File: config.mk
export PLATFORM = sky130hd
export DESIGN_NAME = rs_dsp_multacc_mc
export DESIGN_NICKNAME = d
export VERILOG_FILES = /design/src/rtl/rs_dsp_multacc_mc.sv
export SDC_FILE = /design/constraint.sdc
export NUM_CORES = 2
export LEC_CHECK = 0
export CORE_ASPECT_RATIO = 0.6
export CORE_MARGIN = 2
export CORE_UTILIZATION = 50
export CTS_CLUSTER_DIAMETER = 120
export CTS_CLUSTER_SIZE = 24
export DETAILED_ROUTE_END_ITERATION = 16
export GPL_TIMING_DRIVEN = 0
export PLACE_DENSITY = 0.67
export SLEW_MARGIN = 25
export SYNTH_ARGS = -nofsm -noshare
export SYNTH_HDL_FRONTEND = slang
export SYNTH_SLANG_ARGS = --single-unit
File: constraint.sdc
create_clock -name clk -period 18.2 [get_ports clk]
set_input_delay 2.73 -clock clk [delete_from_list [all_inputs] [get_ports clk]]
set_output_delay 2.73 -clock clk [all_outputs]
set_load 0.01 [all_outputs]
File: src/rtl/rs_dsp_multacc_mc.sv
// rs_dsp_multacc_mc: shared multiplier feeding CHANNELS accumulators,
// with shift-right, round and saturate applied to each output beat.
//
// Ports:
//   clk, lreset        clock; synchronous active-high reset
//   in_valid/in_ready  input beat handshake; a, b, ch and the control
//                      fields (unsigned_a/b, load_acc, subtract,
//                      shift_right, round, saturate_enable) travel with it
//   out_valid/out_ready output handshake for z, out_ch, overflow
//   clear_all          only when RS_DSP_MULTACC_MC_CLEAR_EN is defined:
//                      zero every accumulator at the next edge
//
// Pipeline: P1 holds the accepted beat and computes the product, the
// accumulate and the post-processing; P2 is the output register.
// A beat writes its accumulator when it leaves P2, and a same-channel
// beat in P1 takes its base from the P2 sum, so back-to-back beats
// behave exactly like sequential execution.
module rs_dsp_multacc_mc #(
   parameter int A_WIDTH   = 20,
   parameter int B_WIDTH   = 18,
   parameter int ACC_WIDTH = 48,
   parameter int Z_WIDTH   = 38,
   parameter int CHANNELS  = 4,
   parameter int CH_W      = $clog2(CHANNELS)
) (
   input  logic                 clk,
   input  logic                 lreset,
   input  logic                 in_valid,
   output logic                 in_ready,
   input  logic [A_WIDTH-1:0]   a,
   input  logic [B_WIDTH-1:0]   b,
   input  logic [CH_W-1:0]      ch,
   input  logic                 unsigned_a,
   input  logic                 unsigned_b,
   input  logic                 load_acc,
   input  logic                 subtract,
   input  logic [5:0]           shift_right,
   input  logic                 round,
   input  logic                 saturate_enable,
`ifdef RS_DSP_MULTACC_MC_CLEAR_EN
   input  logic                 clear_all,
`endif
   output logic                 out_valid,
   input  logic                 out_ready,
   output logic [Z_WIDTH-1:0]   z,
   output logic [CH_W-1:0]      out_ch,
   output logic                 overflow
);

   // Full product width of the two width+1 extended operands.
   localparam int PW = A_WIDTH + B_WIDTH + 2;
   localparam int XW = (ACC_WIDTH > PW) ? ACC_WIDTH : PW;

   logic clr_all;
`ifdef RS_DSP_MULTACC_MC_CLEAR_EN
   assign clr_all = clear_all;
`else
   assign clr_all = 1'b0;
`endif

   // P1 stage registers
   logic                 p1_valid_q, p1_valid_d;
   logic [A_WIDTH-1:0]   p1_a_q, p1_a_d;
   logic [B_WIDTH-1:0]   p1_b_q, p1_b_d;
   logic [CH_W-1:0]      p1_ch_q, p1_ch_d;
   logic                 p1_ua_q, p1_ua_d;
   logic                 p1_ub_q, p1_ub_d;
   logic                 p1_load_q, p1_load_d;
   logic                 p1_sub_q, p1_sub_d;
   logic [5:0]           p1_sh_q, p1_sh_d;
   logic                 p1_rnd_q, p1_rnd_d;
   logic                 p1_sat_q, p1_sat_d;

   // P2 / output registers
   logic                 p2_valid_q, p2_valid_d;
   logic [ACC_WIDTH-1:0] p2_sum_q, p2_sum_d;
   logic [CH_W-1:0]      p2_ch_q, p2_ch_d;
   logic [Z_WIDTH-1:0]   p2_z_q, p2_z_d;
   logic                 p2_ovf_q, p2_ovf_d;
   // Set when a clear hit while this beat sat in P2: its sum predates
   // the clear, so it must neither write back nor be bypassed.
   logic                 p2_nowr_q, p2_nowr_d;

   logic [ACC_WIDTH-1:0] acc_q [CHANNELS];
   logic [ACC_WIDTH-1:0] acc_d [CHANNELS];

   // Handshake
   logic p2_leave;
   logic p2_free;
   logic p1_adv;
   logic accept;

   assign p2_leave = p2_valid_q && out_ready;
   assign p2_free  = !p2_valid_q || out_ready;
   assign p1_adv   = p1_valid_q && p2_free;
   assign in_ready = !p1_valid_q || p2_free;
   assign accept   = in_valid && in_ready;

   // Datapath
   logic signed [A_WIDTH:0]     a_ext;
   logic signed [B_WIDTH:0]     b_ext;
   logic signed [PW-1:0]        prod_full;
   logic signed [XW-1:0]        prod_x;
   logic [ACC_WIDTH-1:0]        product;
   logic                        bypass;
   logic [ACC_WIDTH-1:0]        base;
   logic [ACC_WIDTH-1:0]        sum;
   logic signed [ACC_WIDTH:0]   sum_x;
   logic signed [ACC_WIDTH:0]   rnd_add;
   logic signed [ACC_WIDTH:0]   r;
   logic signed [ACC_WIDTH:0]   s;
   logic [ACC_WIDTH:Z_WIDTH-1]  s_top;
   logic                        fits;
   logic [Z_WIDTH-1:0]          z_calc;
   logic                        ovf_calc;

   always_comb begin
      a_ext = {(p1_ua_q ? 1'b0 : p1_a_q[A_WIDTH-1]), p1_a_q};
      b_ext = {(p1_ub_q ? 1'b0 : p1_b_q[B_WIDTH-1]), p1_b_q};
      prod_full = PW'(a_ext) * PW'(b_ext);
      prod_x = XW'(prod_full);
      product = prod_x[ACC_WIDTH-1:0];

      bypass = p2_valid_q && !p2_nowr_q && (p2_ch_q == p1_ch_q);

      if (p1_load_q || clr_all) begin
         base = '0;
      end else if (bypass) begin
         base = p2_sum_q;
      end else begin
         base = acc_q[p1_ch_q];
      end

      sum = p1_sub_q ? (base - product) : (base + product);

      // Round-half-up only while the half-LSB lies inside the sum;
      // larger shifts just return the sign.
      sum_x = {sum[ACC_WIDTH-1], sum};
      rnd_add = '0;
      if (p1_rnd_q && (p1_sh_q != 6'd0) &&
          (int'(p1_sh_q) <= ACC_WIDTH)) begin
         rnd_add = (ACC_WIDTH+1)'(1) << (p1_sh_q - 6'd1);
      end
      r = sum_x + rnd_add;
      s = r >>> p1_sh_q;

      s_top = s[ACC_WIDTH:Z_WIDTH-1];
      fits = (&s_top) || !(|s_top);
      ovf_calc = !fits;
      if (!fits && p1_sat_q) begin
         z_calc = s[ACC_WIDTH] ? {1'b1, {(Z_WIDTH-1){1'b0}}}
                               : {1'b0, {(Z_WIDTH-1){1'b1}}};
      end else begin
         z_calc = s[Z_WIDTH-1:0];
      end
   end

   // Next state
   always_comb begin
      p1_valid_d = p1_valid_q;
      p1_a_d     = p1_a_q;
      p1_b_d     = p1_b_q;
      p1_ch_d    = p1_ch_q;
      p1_ua_d    = p1_ua_q;
      p1_ub_d    = p1_ub_q;
      p1_load_d  = p1_load_q;
      p1_sub_d   = p1_sub_q;
      p1_sh_d    = p1_sh_q;
      p1_rnd_d   = p1_rnd_q;
      p1_sat_d   = p1_sat_q;

      p2_valid_d = p2_valid_q;
      p2_sum_d   = p2_sum_q;
      p2_ch_d    = p2_ch_q;
      p2_z_d     = p2_z_q;
      p2_ovf_d   = p2_ovf_q;
      p2_nowr_d  = p2_nowr_q | clr_all;

      acc_d = acc_q;

      if (accept) begin
         p1_valid_d = 1'b1;
         p1_a_d     = a;
         p1_b_d     = b;
         p1_ch_d    = ch;
         p1_ua_d    = unsigned_a;
         p1_ub_d    = unsigned_b;
         p1_load_d  = load_acc;
         p1_sub_d   = subtract;
         p1_sh_d    = shift_right;
         p1_rnd_d   = round;
         p1_sat_d   = saturate_enable;
      end else if (p1_adv) begin
         p1_valid_d = 1'b0;
      end

      if (p1_adv) begin
         p2_valid_d = 1'b1;
         p2_sum_d   = sum;
         p2_ch_d    = p1_ch_q;
         p2_z_d     = z_calc;
         p2_ovf_d   = ovf_calc;
         // Its base already reflects any clear in this cycle.
         p2_nowr_d  = 1'b0;
      end else if (p2_leave) begin
         p2_valid_d = 1'b0;
      end

      if (clr_all) begin
         for (int i = 0; i < CHANNELS; i++) begin
            acc_d[i] = '0;
         end
      end else if (p2_leave && !p2_nowr_q) begin
         acc_d[p2_ch_q] = p2_sum_q;
      end
   end

   always_ff @(posedge clk) begin
      if (lreset) begin
         p1_valid_q <= 1'b0;
         p1_a_q     <= '0;
         p1_b_q     <= '0;
         p1_ch_q    <= '0;
         p1_ua_q    <= 1'b0;
         p1_ub_q    <= 1'b0;
         p1_load_q  <= 1'b0;
         p1_sub_q   <= 1'b0;
         p1_sh_q    <= '0;
         p1_rnd_q   <= 1'b0;
         p1_sat_q   <= 1'b0;
         p2_valid_q <= 1'b0;
         p2_sum_q   <= '0;
         p2_ch_q    <= '0;
         p2_z_q     <= '0;
         p2_ovf_q   <= 1'b0;
         p2_nowr_q  <= 1'b0;
         for (int i = 0; i < CHANNELS; i++) begin
            acc_q[i] <= '0;
         end
      end else begin
         p1_valid_q <= p1_valid_d;
         p1_a_q     <= p1_a_d;
         p1_b_q     <= p1_b_d;
         p1_ch_q    <= p1_ch_d;
         p1_ua_q    <= p1_ua_d;
         p1_ub_q    <= p1_ub_d;
         p1_load_q  <= p1_load_d;
         p1_sub_q   <= p1_sub_d;
         p1_sh_q    <= p1_sh_d;
         p1_rnd_q   <= p1_rnd_d;
         p1_sat_q   <= p1_sat_d;
         p2_valid_q <= p2_valid_d;
         p2_sum_q   <= p2_sum_d;
         p2_ch_q    <= p2_ch_d;
         p2_z_q     <= p2_z_d;
         p2_ovf_q   <= p2_ovf_d;
         p2_nowr_q  <= p2_nowr_d;
         for (int i = 0; i < CHANNELS; i++) begin
            acc_q[i] <= acc_d[i];
         end
      end
   end

   assign out_valid = p2_valid_q;
   assign z         = p2_z_q;
   assign out_ch    = p2_ch_q;
   assign overflow  = p2_ovf_q;

endmodule

Yosys cells after proc, flatten, opt, wreduce, memory -nomap -nowiden
Cells that the tools add are included.

storage, ports and cells
  bits in registers = 335
  input bits = 56
  output and inout bits = 43
  word-level logic and storage cells = 72

operators by class
  add/subtract/negate cells = 4
  multiply operators = 1
  magnitude comparators = 4
  equal/unequal tests = 1
  shift operators = 2
  mux-type cells = 18
  bitwise logic cells = 2
  reductions and logical operators = 20

operators by type and width
  cell                                                      count
  two-way mux 48 bit                                        6
  bitwise mux 192 bit                                       1
  binary-select mux 48 bit (select 2 bit)                   1
  demux 48 bit (select 2 bit)                               1
  two-way mux 38 bit                                        2
  adder 48 x 49 -> 49 bit                                   1
  two-way mux 49 bit                                        1
  left shift 1 x 6 -> 49 bit, first input constant          1
  >>> shifter 49 x 6 -> 49 bit                              1
  adder 48 bit                                              1
  subtractor 48 bit                                         1
  multiplier 21 x 19 -> 40 bit                              1
  AND reduction 12 bit                                      1
  OR reduction 12 bit                                       1
  logical AND 1 bit                                         8
  greater-or-equal comparator 3 bit, second input constant  2
  <= comparator 6 bit, second input constant                1
  two-way mux 1 bit                                         6
  inverter 2 -> 3 bit                                       2
  nonzero test 6 bit                                        1
  subtractor 6 x 1 -> 6 bit, second input constant          1
  logical NOT 1 bit                                         4
  nonzero test 2 bit                                        2
  logical OR 1 bit                                          3
  other kinds (2)                                           2

Depth between registers and ports, before layout
  word-level depth = 16
  gate-level depth with buffers = 63
  depth with buffers taken out = 59

Worst setup path before layout
Ideal clock, no wire load.

  kind = reg-to-reg
  start = register p1_b_q[4]
  end = register p2_z_q[0], in the netlist z[0]
  library setup time = 0.079 ns
  arrival time = 13.511 ns
  data required time = 18.121 ns
  setup slack = 4.609 ns
  stages on the path, launching flop included = 59
  period minus slack after synthesis = 13.591 ns
  path through = dfxtp_1 -> clkbuf_1 -> nand2_1 -> fa_1 -> inv_1 -> fa_1 -> inv_1 -> fa_1 -> inv_1 -> fa_1 -> fa_1 -> fa_1 -> inv_1 -> fa_1 -> inv_1 -> ha_1 -> nand4_1 -> a2111oi_1 -> [23 not listed] -> nand2_1 -> o21ai_0 -> o21ai_0 -> nand2b_1 -> a21oi_1 -> a21boi_0 -> nor2b_1 -> mux4_2 -> mux2_2 -> o32a_1 -> o31a_1 -> a2111o_1 -> o32ai_2 -> a21o_1 -> buf_6 -> buf_6 -> o221ai_1 -> a211oi_2

between the ends
  longest elaborated chain between the ends = 11

ends and longest elaborated chain
  item                                               line  text
  from (decl)                                        64    logic [B_WIDTH-1:0] p1_b_q, p1_b_d;
  from (signal assigned)                             243   p1_b_q <= p1_b_d;
  multiplier 21 x 19 -> 40 bit *                     120   prod_full = PW'(a_ext) * PW'(b_ext);
  adder 48 bit or subtractor 48 bit (tied branches)  134   sum = p1_sub_q ? (base - product) : (base + product);
  two-way mux 48 bit *                               134
  via sum[41]                                        107   logic [ACC_WIDTH-1:0] sum;
  adder 48 x 49 -> 49 bit *                          144   r = sum_x + rnd_add;
  >>> shifter 49 x 6 -> 49 bit *                     145   s = r >>> p1_sh_q;
  OR reduction 12 bit                                148   fits = (&s_top) || !(|s_top);
  logical NOT 1 bit                                  148
  logical OR 1 bit                                   148
  logical NOT 1 bit                                  150   if (!fits && p1_sat_q) begin
  logical AND 1 bit                                  150
  two-way mux 38 bit *                               150
  to (signal assigned)                               255   p2_z_q <= p2_z_d;
  to (decl)                                          78    logic [Z_WIDTH-1:0] p2_z_q, p2_z_d;

The timed path passes the listed nets; every way through them passes the cells marked *.
A chain may end at the register's enable or synchronous reset.

Worst setup path in the final report
  start = register p1_b_q[7]
  end = register p2_z_q[26], in the netlist z[26]

The elaborated chain is that of the path after synthesis.

==> results_dict.tcl <==
set metrics [dict create \
    outcome "completed" \
    post-route-drc-count 0 \
    synth_top_area_share 0.214 \
    grt_max_degree 25 \
    max_slew_margin 0.159 \
    setup-violations-final 0 \
    period_share 0.959 \
    drtIter0Drc 4764 \
    grt_pass1_wl_mm 215 \
    syn_area_per_cell_um2 7.95 \
    cts_tree "built" \
    required_ns 18.72 \
    rrSetupSlack_ns 0.74 \
    ant_nets 0 \
    post_drt_wl_per_cell_um 24.1 \
    fin_area_um2 40700 \
    yosysSeqAreaShare 0.177 \
    fin_ws_ns 0.739 \
    clock_skew_ns 0.0652 \
    critPathSlowestCell "a211oi_1" \
    max_freq_ghz 0.0573 \
    postCtsSetupBuffers 0 \
    clockRootBuffer "clkbuf_16" \
    clockBufferDepth 3 \
    tightest_slew_ns 1.26 \
    cts.sinks 335 \
    yosys.area.top_type "fa_1" \
    ys_ff_latch 335 \
    dr_total_vias 35866 \
    hold_viol_final 0 \
    drv_cap 0 \
    fin_crit_ns 17.46 \
    start_util 0.504 \
    rows 78 \
    antenna_found_initial 2 \
    tns_ns 0 \
    synth_common_cells "nand2_1, a21oi_1, inv_1" \
    clock_latency_ns 0.61 \
    crit_arrival_ns 17.98 \
    rsz0062_at_grt "no" \
    synth_cell_type_count 90 \
    critPathMaxFanout 10 \
    via_per_inst 6.09 \
    finalNetCount 5561 \
    cp_slowest_stage_delay_ns 0.77 \
    fillers 7326 \
    clkTransAtPathRegs_ns 0.11 \
    grt_pass1_vias 33469 \
    dieHeight_um 217 \
    syn2layout_area_growth_pct 7.53 \
    placed_area_um2 40200 \
    portBuffers 98 \
    io_pins 99 \
    dr.pass1.iters 6 \
    cts_buffers 19 \
    htree_levels 1 \
    post-route-util 0.541 \
    maxSlewViolCount 0 \
    gp_congestion 1.07 \
    crit_top_cell "fa_1" \
    holdWs_ns 0.458 \
    die_w_um 359 \
    synthTopCellsByArea "fa_1, dfxtp_1, nand2_1" \
    p_leak_nw 17.5 \
    cp-start-kind "flop" \
    core_area_um2 75200 \
    yosys_warnings 0 \
    async_flop_share 0 \
    die_area_um2 78100 \
    drt-total-wl_mm 142 \
    yosysMostFrequentCell "nand2_1" \
    powerDensity_nw_per_um2 87.1 \
    cp-end-kind "flop" \
    grt_usage 0.365 \
    syn_nets 5441 \
    hp-class "reg -> reg" \
    ys.flop_type "dfxtp_1" \
    synth-edff-count 0 \
    peakVddDrop_mv 0.0794 \
    hpwl_mm 118 \
    overflow 0 \
    synth_area_um2 37900 \
    synthCells 4768 \
    drive_gt1_frac 0.0352 \
    crit_type "reg -> reg" \
    place_ws_ns 1.06 \
]
[kinds of logic (layout without fill, tap and decap cells)]
kind of cell	count (synthesis)	after routing	synth area share
simple gates	1722	1722	0.198
fa+ha+maj	617	617	0.284
flops	335	335	0.177
mux	165	165	0.0648
compound gates	1009	1009	0.164
xor+xnor	156	156	0.0361
other cells	0	2	0
buf+inv	764	887	0.0765
[area by class of cell]
class	count	area [um2]	share of cell area
Antenna cell	2	5.00	0.000123
Buffer	305	1200	0.0295
Clock buffer	20	489	0.0120
Clock inverter	4	63.8	0.00157
Inverter	459	1720	0.0423
Multi-Input combinational cell	3669	28300	0.695
Sequential cell	335	6710	0.165
Tap cell	1000	1250	0.0307
Timing Repair Buffer	99	996	0.0244
[metrics by stage]
stage	total power [mW]	cells
finish	3.55	5893
global route	3.71	5891
CTS	3.43	5891
detailed placement	2.94	5867
global placement	2.94	5866
floorplan	2.26	4768
[repair_timing]
| item | CTS | global route |
|---|---|---|
| hold buffers | 0 | 0 |
| resized for setup | 0 | 11 |
| endpoints found under the setup margin | 0 | 31 |
[placed cells by master, fill, tap and decap left out, drive strengths merged, types with 98 or more instances in the layout]
cell / netlist / final
and2: 183 / 183
clkdlybuf4s50: 0 / 98
o21ai: 126 / 126
fa: 405 / 405
a21oi: 515 / 515
ha: 212 / 212
dfxtp: 335 / 335
nor2: 234 / 234
xnor2: 113 / 113
nand2: 1049 / 1049
clkbuf: 264 / 283
inv: 456 / 457
[state kept, by name, summed over array words and instances (netlist names), 2 cells and up]
| register | flops |
|---|---|
| acc_q | 192 |
| out_ch | 2 |
| p1_b_q | 18 |
| p1_a_q | 20 |
| p1_ch_q | 2 |
| z | 38 |
| p2_sum_q | 48 |
| p1_sh_q | 6 |
[path summary, 6_finish.rpt]
check / end / startpoint / depth (start not counted)
max: z[26] / p1_b_q[7] / 54
min: acc_q[110] / acc_q[110] / 2
max reg2reg: z[26] / p1_b_q[7] / 54
min reg2reg: acc_q[110] / acc_q[110] / 2
[critical path, delay by kind of cell, from the launching register on]
| kind | cells | cell delay (ns) |
|---|---|---|
| mux | 2 | 1.02 |
| buf+inv | 7 | 1.91 |
| xor+xnor | 4 | 0.94 |
| simple gates | 13 | 2.83 |
| flops | 1 | 0.42 |
| compound gates | 18 | 5.86 |
| fa+ha+maj | 10 | 4.34 |
[layer usage]
layer  track usage  wire length [um]  up-vias
met1         0.584             67500    17590
met3         0.153             22400      135
met4        0.0617              2770        2
li1              -                 -    15969
met5        0.0178               108        -
met2         0.440             49300     2170
[power by group]
part / switching [mW] / leakage, nW / internal [mW]
sequential: 0.0502 / 2.72 / 0.767
combinational: 1.46 / 14.5 / 0.769
clock: 0.298 / 0.268 / 0.200
total: 1.81 / 17.5 / 1.74
Power figures use the tool's default switching activity.
